`src/rtl/uart_transmitter.sv`:
```
// Serial UART transmitter (8N1) with a small power-of-two input FIFO.
// Define UART_TRANSMITTER_PARITY_EN to insert an even-parity bit (8E1 framing).
`timescale 1ns / 1ps

module uart_transmitter #(
    parameter int unsigned clk_mhz    = 50,
    parameter int unsigned baud_rate  = 115200,
    parameter int unsigned fifo_depth = 4
) (
    input  logic       clk,
    input  logic       rst,
    input  logic [7:0] data,
    input  logic       valid,
    output logic       ready,
    output logic       tx,
    output logic       busy
);

    localparam int unsigned bit_cycles = (clk_mhz * 1_000_000) / baud_rate;
    localparam int unsigned cnt_w      = (bit_cycles > 1) ? $clog2(bit_cycles) : 1;
    localparam int unsigned ptr_w      = (fifo_depth > 1) ? $clog2(fifo_depth) : 1;
    localparam int unsigned last_val   = bit_cycles - 1;
    localparam int unsigned depth_val  = fifo_depth;

    localparam logic [cnt_w-1:0] last_cnt = last_val[cnt_w-1:0];
    localparam logic [ptr_w:0]   full_cnt = depth_val[ptr_w:0];

    typedef enum logic [2:0] {
        StIdle,
        StStart,
        StData,
`ifdef UART_TRANSMITTER_PARITY_EN
        StParity,
`endif
        StStop
    } state_e;

    // ------------------------------------------------------------------
    // Input FIFO
    // ------------------------------------------------------------------
    logic [7:0]       mem_q [fifo_depth];
    logic [ptr_w-1:0] wr_ptr_q;
    logic [ptr_w-1:0] rd_ptr_q;
    logic [ptr_w:0]   count_q;
    logic             push;
    logic             pop;
    logic             full;
    logic             empty;
    logic [7:0]       head;

    assign full  = (count_q == full_cnt);
    assign empty = (count_q == '0);
    assign ready = ~full;
    assign push  = valid & ready;
    assign head  = mem_q[rd_ptr_q];

    always_ff @(posedge clk) begin
        if (rst) begin
            wr_ptr_q <= '0;
            rd_ptr_q <= '0;
            count_q  <= '0;
        end else begin
            if (push) begin
                wr_ptr_q <= wr_ptr_q + ptr_w'(1);
            end
            if (pop) begin
                rd_ptr_q <= rd_ptr_q + ptr_w'(1);
            end
            if (push && !pop) begin
                count_q <= count_q + {{ptr_w{1'b0}}, 1'b1};
            end else if (pop && !push) begin
                count_q <= count_q - {{ptr_w{1'b0}}, 1'b1};
            end
        end
    end

    // Storage needs no reset: occupancy is governed entirely by count_q.
    always_ff @(posedge clk) begin
        if (push) begin
            mem_q[wr_ptr_q] <= data;
        end
    end

    // ------------------------------------------------------------------
    // Framing state machine
    // ------------------------------------------------------------------
    state_e           state_q, state_d;
    logic [cnt_w-1:0] baud_q, baud_d;
    logic [2:0]       idx_q, idx_d;
    logic [7:0]       shift_q, shift_d;
    logic             tx_q, tx_d;
    logic             baud_done;
`ifdef UART_TRANSMITTER_PARITY_EN
    logic             parity_q, parity_d;
`endif

    assign baud_done = (baud_q == last_cnt);

    always_comb begin
        state_d = state_q;
        baud_d  = baud_q;
        idx_d   = idx_q;
        shift_d = shift_q;
        pop     = 1'b0;
`ifdef UART_TRANSMITTER_PARITY_EN
        parity_d = parity_q;
`endif

        unique case (state_q)
            StIdle: begin
                if (!empty) begin
                    pop     = 1'b1;
                    state_d = StStart;
                end
            end
            StStart: begin
                if (baud_done) begin
                    state_d = StData;
                end
            end
            StData: begin
                if (baud_done) begin
                    shift_d = {1'b0, shift_q[7:1]};
                    idx_d   = idx_q + 3'd1;
                    if (idx_q == 3'd7) begin
`ifdef UART_TRANSMITTER_PARITY_EN
                        state_d = StParity;
`else
                        state_d = StStop;
`endif
                    end
                end
            end
`ifdef UART_TRANSMITTER_PARITY_EN
            StParity: begin
                if (baud_done) begin
                    state_d = StStop;
                end
            end
`endif
            StStop: begin
                if (baud_done) begin
                    // Chain straight into the next start bit when more data is queued.
                    if (!empty) begin
                        pop     = 1'b1;
                        state_d = StStart;
                    end else begin
                        state_d = StIdle;
                    end
                end
            end
            default: begin
                state_d = StIdle;
            end
        endcase

        if (state_q != StIdle) begin
            baud_d = baud_done ? '0 : baud_q + cnt_w'(1);
        end

        if (pop) begin
            shift_d = head;
            idx_d   = '0;
            baud_d  = '0;
`ifdef UART_TRANSMITTER_PARITY_EN
            parity_d = ^head;
`endif
        end
    end

    // Line level is derived from the next state so tx_q changes on the same edge as the state.
    always_comb begin
        tx_d = 1'b1;
        unique case (state_d)
            StStart: tx_d = 1'b0;
            StData:  tx_d = shift_d[0];
`ifdef UART_TRANSMITTER_PARITY_EN
            StParity: tx_d = parity_d;
`endif
            default: tx_d = 1'b1;
        endcase
    end

    always_ff @(posedge clk) begin
        if (rst) begin
            state_q <= StIdle;
            baud_q  <= '0;
            idx_q   <= '0;
            shift_q <= '0;
            tx_q    <= 1'b1;
        end else begin
            state_q <= state_d;
            baud_q  <= baud_d;
            idx_q   <= idx_d;
            shift_q <= shift_d;
            tx_q    <= tx_d;
        end
    end

`ifdef UART_TRANSMITTER_PARITY_EN
    always_ff @(posedge clk) begin
        if (rst) begin
            parity_q <= 1'b0;
        end else begin
            parity_q <= parity_d;
        end
    end
`endif

    assign tx   = tx_q;
    assign busy = (state_q != StIdle) || !empty;

endmodule

```
`config.mk`:
```
export PLATFORM = sky130hd
export DESIGN_NAME = uart_transmitter
export DESIGN_NICKNAME = d
export VERILOG_FILES = /design/src/rtl/uart_transmitter.sv
export SDC_FILE = /design/constraint.sdc
export NUM_CORES = 1
export LEC_CHECK = 0
export ABC_CLOCK_PERIOD_IN_PS = 3000
export CORE_MARGIN = 2
export CORE_UTILIZATION = 25
export CTS_CLUSTER_SIZE = 12
export DETAILED_ROUTE_END_ITERATION = 7
export DONT_BUFFER_PORTS = 1
export PLACE_DENSITY = 0.4
export RECOVER_POWER = 100
export REMOVE_ABC_BUFFERS = 1
export SYNTH_ARGS = -nofsm -noshare
export SYNTH_HDL_FRONTEND = slang
export SYNTH_SLANG_ARGS = --single-unit
```
`constraint.sdc`:
```
create_clock -name clk -period 3 [get_ports clk]
set_clock_uncertainty 0.05 [all_clocks]
set_input_delay 0.6 -clock clk [delete_from_list [all_inputs] [get_ports clk]]
set_output_delay 0.6 -clock clk [all_outputs]
set_load 0.01 [all_outputs]
```
==> flow_metrics.py, run 1 <==
metrics = {
    "outcome": {
        "status": "finished clean",
    },
    "clock_tree": {
        "insertion_delay_ns": 0.35,
        "cts_root_buffer": "clkbuf_8",
        "clock_path_buffers": 2,
        "hold_buffers": 0,
        "post_cts_buffers": 0,
        "htreeDepth": 3,
        "cts_resized": 0,
        "cts_made_buffers": 9,
        "clock-sinks": 65,
        "tritoncts": "built",
        "path_clk_slew_ns": 0.07,
    },
    "layout": {
        "syn_to_final_growth_pct": 10.7,
        "final_area_um2": 3040,
        "final_cell_mix": "33 x dfxtp_1, 32 x edfxtp_1, 26 x nor2_1",
        "fin_nets": 231,
        "diodes": 0,
        "drive_above_1_share_pct": 13.5,
        "layout_commonest_cell": "dfxtp_1",
    },
    "timing": {
        "setup_tns_ns": 0,
        "worstMarginPinSlew_ns": 0.726,
        "setup_viol": 0,
        "rsz0062_at_grt": "no",
        "relSlewSlack_pct": 51.6,
        "layout_min_cycle_time_ns": 2.62,
        "finalCritPeriodShare_pct": 87.2,
        "slew_violations": 0,
        "hold_viol_final": 0,
        "whs_ns": 0.265,
        "fmax_mhz": 382,
    },
    "place": {
        "hpwl_mm": 3.18,
        "port_buffers": 0,
        "routabilityCongestion": 0.685,
        "dpl_cell_area_um2": 2880,
    },
    "power_and_ir_drop": {
        "p_leak_nw": 1.09,
        "vdd_ir_drop_max_v": 0.000357,
        "p_per_area_nw_per_um2": 770,
    },
    "route": {
        "drt-total-wl_mm": 4.81,
        "antenna_left": 0,
        "drt_iter0_drc": 69,
        "via_per_inst": 4.26,
        "vias": 1514,
        "wl_per_cell_um": 13.6,
        "dr.pass1.iters": 4,
        "drc": 0,
    },
    "worst_setup_path": {
        "startpoint_type": "flip-flop",
        "setup.worst_path.end_class": "flip-flop",
        "reg2regPathDepth": 12,
        "critical_path.cell_chain": "inv_1 > ha_1 > and4b_1 > a31oi_4 > nor3_4 > clkinv_1 > ha_1 > inv_1 > fa_1 > xor2_1 > or3_1 > a21oi_1",
        "slowest_stage": "dfxtp_1",
        "path_buf_inv": 3,
        "critical-path-max-stage-delay_ns": 0.37,
        "arrival_ns": 2.85,
        "crit_fanout": 6,
        "cp_top_family": "adder cells",
        "cp_data_required_time_ns": 3.23,
        "path_depth": 12,
        "crit_type": "flip-flop to flip-flop",
    },
    "floorplan": {
        "start_util_pct": 25.5,
        "coreArea_um2": 10800,
        "dieWidth_um": 109,
        "std_cell_rows": 38,
        "pin_count": 14,
        "die_h_um": 109,
        "die_area_um2": 11900,
    },
    "yosys": {
        "syn_area_um2": 2750,
        "ys_async_sr_fraction_pct": 0,
        "synth_warnings": 0,
        "yosys.cell_types.count": 41,
        "synthMuxAreaShare_pct": 11.0,
        "synthAdderAreaFrac_pct": 4.82,
        "post_synth_xor_area_fraction_pct": 4.78,
        "synthDominantCellAreaShare_pct": 35.0,
        "synth_top_family_by_area": "simple AND/OR/NAND/NOR gates",
        "syn_area_per_cell_um2": 13.2,
        "yosys.area.top_type": "edfxtp_1",
        "synthFlopType": "dfxtp_1",
        "synth_area_leaders": "edfxtp_1 35%, dfxtp_1 24%, mux4_2 6.6%, ha_1 4.1%, mux2i_1 4.0%",
        "yosysSeqAreaShare_pct": 59.0,
        "synth_edf_count": 32,
        "netlist_instances": 208,
        "synth-compound-area-share_pct": 4.10,
        "synthSimpleGateAreaFrac_pct": 13.4,
        "ys_seq_elements": 65,
    },
    "global_route": {
        "grt_pass1_vias": 1592,
        "grt_pass1_wl_mm": 8.09,
        "antenna_found_initial": 0,
        "grt-ovfl-total": 0,
        "grt_max_degree": 24,
        "grt.total_usage_pct": 9.42,
    },
    "worst_hold_path": {
        "holdPathStages": 1,
        "min_path_type": "input pin to flip-flop",
    },
    "job": {
        "drv_cap": 0,
    },
}
-- worst paths after layout --
kind                    from     endpoint  slack, ns
hold reg to reg   shift_q[7]   shift_q[7]       0.42
hold / removal           rst  wr_ptr_q[0]       0.26
setup / recovery   baud_q[1]   count_q[2]       0.38
setup reg to reg   baud_q[1]   count_q[2]       0.38
-- flip-flops by register name, indices dropped and copies added, names as in the netlist, named ones only --
register and cells:
mem_q 32, state_q 3, idx_q 3, rd_ptr_q 2
tx 1, wr_ptr_q 2, baud_q 9, shift_q 8
count_q 3
-- power breakdown --
group	leakage (nW)	internal (mW)	switching [mW]
clock	0.0801	0.306	0.353
combinational	0.452	0.242	0.268
sequential	0.563	1.07	0.107
-- metrics by stage --
| step | util, % | worst slack (ns) | instances | power (mW) |
|---|---|---|---|---|
| after floorplan | - | 0.448 | 197 | 1.58 |
| after global placement | 26.7 | 0.497 | 339 | 1.73 |
| after detailed placement | 26.7 | 0.432 | 339 | 1.73 |
| after CTS | 28.3 | 0.401 | 355 | 2.40 |
| after global routing | 28.2 | 0.205 | 355 | 2.51 |
| final | 28.2 | 0.383 | 355 | 2.34 |
-- per-layer routing --
metal / track usage (%) / share of wire (%) / vias up
met4: 5.22 / 2.1 / 0
met3: 4.66 / 4.3 / 7
met5: 0 / 0 / -
met1: 11.1 / 49 / 729
li1: - / - / 758
met2: 14.0 / 45 / 20
-- kinds of logic after synthesis --
kind of cell / after synthesis
muxes: 20
xor gates and xnor gates: 15
buffers and inverters: 16
adders and majority gates: 10
DFF: 65
AOI/OAI and AO/OA: 15
and+or+nand+nor: 66
other: 1
-- synth_stat cells (6+ instances only) --
library cell	instances
dfxtp_1	33
ha_1	9
mux2i_1	11
clkbuf_1	6
edfxtp_1	32
mux4_2	8
nor3_1	6
nand3_1	6
a211oi_1	7
nor2_1	26
xor2_1	10
-- layout make-up --
type / count / area [um2]
fillers: 1086 / 7750
multi-input cells: 127 / 1040
clock inverters: 5 / 41.3
flip-flops and latches: 65 / 1620
repair buffers: 2 / 11.3
inverters: 5 / 18.8
clock buffers: 11 / 131
well taps: 140 / 175
No activity file was read; power rests on OpenSTA's default activity.
==> inputs of run 2 (changes only) <==
--- a/config.mk
+++ b/config.mk
@@ -5,13 +5,12 @@
 export SDC_FILE = /design/constraint.sdc
 export NUM_CORES = 1
 export LEC_CHECK = 0
-export ABC_CLOCK_PERIOD_IN_PS = 3000
 export CORE_MARGIN = 2
 export CORE_UTILIZATION = 25
 export CTS_CLUSTER_SIZE = 12
 export DETAILED_ROUTE_END_ITERATION = 7
 export DONT_BUFFER_PORTS = 1
-export PLACE_DENSITY = 0.4
+export PLACE_DENSITY = 0.34
 export RECOVER_POWER = 100
 export REMOVE_ABC_BUFFERS = 1
 export SYNTH_ARGS = -nofsm -noshare
==> flow_metrics.py, run 2 (synthesized netlist as in run 1, its figures left out) <==
metrics = {
    "timing": {
        "fin_ws_ns": 0.279,
        "setup_viol": 0,
        "hold_viol_final": 0,
        "slew_violations": 0,
        "fmax_mhz": 367,
        "worstMarginPinSlew_ns": 0.715,
        "whs_ns": 0.273,
        "rsz0062_at_grt": "no",
        "relSlewSlack_pct": 52.0,
        "setup_tns_ns": 0,
        "finalCritPeriodShare_pct": 90.7,
        "layout_min_cycle_time_ns": 2.72,
    },
    "worst_setup_path": {
        "critical-path-max-stage-delay_ns": 0.38,
        "cp_top_family": "adder cells",
        "crit_top_cell": "inv_1",
        "critical_path.cell_chain": "inv_1 > ha_1 > and4b_1 > a31oi_4 > nor3_4 > inv_1 > ha_1 > inv_1 > fa_1 > xor2_1 > or3_1 > a21oi_1",
        "slowest_stage": "dfxtp_1",
        "setup.worst_path.end_class": "flip-flop",
        "crit_type": "flip-flop to flip-flop",
        "regToRegSetupSlack_ns": 0.28,
        "startpoint_type": "flip-flop",
        "cp_data_required_time_ns": 3.21,
        "arrival_ns": 2.93,
        "crit_fanout": 6,
        "path_buf_inv": 3,
    },
    "clock_tree": {
        "htreeDepth": 3,
        "post_cts_buffers": 0,
        "insertion_delay_ns": 0.34,
        "clock_path_buffers": 2,
        "cts_root_buffer": "clkbuf_8",
        "cts_resized": 0,
        "cts_made_buffers": 9,
        "clock-sinks": 65,
        "hold_buffers": 0,
        "tritoncts": "built",
        "path_clk_slew_ns": 0.08,
    },
    "layout": {
        "largest_register_ffs": 32,
        "fin_nets": 231,
        "final_area_um2": 3080,
        "regMostFlops": "mem_q",
        "final_cell_mix": "33 x dfxtp_1, 32 x edfxtp_1, 26 x nor2_1",
        "layout_commonest_cell": "dfxtp_1",
        "diodes": 0,
        "reg.largest.list": "mem_q: 32 flops, baud_q: 9 flops, shift_q: 8 flops",
        "drive_above_1_share_pct": 14.0,
        "final_cells": 355,
        "final_util_pct": 28.5,
        "syn_to_final_growth_pct": 11.9,
    },
    "global_route": {
        "grt.total_usage_pct": 9.78,
        "grt_max_degree": 24,
        "antenna_found_initial": 0,
        "grt-ovfl-total": 0,
        "grt_pass1_wl_mm": 8.44,
        "grt_pass1_vias": 1640,
    },
    "power_and_ir_drop": {
        "p_per_area_nw_per_um2": 802,
        "vdd_ir_drop_max_v": 0.000241,
        "fin_total_pwr_mw": 2.47,
        "p_leak_nw": 1.12,
    },
    "route": {
        "via_per_inst": 4.34,
        "wl_per_cell_um": 14.4,
        "drt-met1-wl_mm": 2.11,
        "met2WireLength_mm": 2.61,
        "antenna_left": 0,
        "drt_iter0_drc": 50,
        "drc": 0,
        "dr.pass1.iters": 4,
        "top_layer": "met4",
        "drt-total-wl_mm": 5.11,
        "met3WireLength_um": 290,
        "vias": 1542,
    },
    "place": {
        "hpwl_mm": 3.56,
        "routabilityCongestion": 0.775,
        "port_buffers": 0,
        "dpl_cell_area_um2": 2880,
        "post-place-ws_ns": 0.373,
        "dp.cells": 339,
    },
    "floorplan": {
        "dieWidth_um": 109,
        "pin_count": 14,
        "coreArea_um2": 10800,
        "std_cell_rows": 38,
        "start_util_pct": 25.5,
        "die_area_um2": 11900,
        "die_h_um": 109,
    },
    "job": {
        "drv_cap": 0,
    },
    "worst_hold_path": {
        "min_path_type": "input pin to flip-flop",
    },
    "outcome": {
        "status": "finished clean",
    },
}
==> run 2: cell type report <==
type	count	area, um2
Inverter	5	18.8
Timing Repair Buffer	2	7.51
Clock buffer	9	124
Fill cell	1086	7720
Sequential cell	65	1620
Multi-Input combinational cell	127	1040
Clock inverter	7	83.8
Tap cell	140	175
==> run 2: final timing paths <==
kind | from | endpoint | cells after the start
worst min register to register | shift_q[7] | shift_q[7] | 2
worst min-delay path | rst | wr_ptr_q[1] | 1
worst max-delay path | baud_q[1] | count_q[2] | 12
worst max register to register | baud_q[1] | count_q[2] | 12
==> run 2: power by group <==
part           switching (mW)  internal, mW  leakage (nW)
Clock                   0.373         0.399         0.103
Combinational           0.282         0.237         0.450
Sequential              0.106          1.07         0.563
==> run 2: layer usage <==
metal,track usage [%],up-vias
li1,-,760
met1,10.4,733
met2,16.8,38
met3,4.18,11
met4,4.40,0
met5,0,-
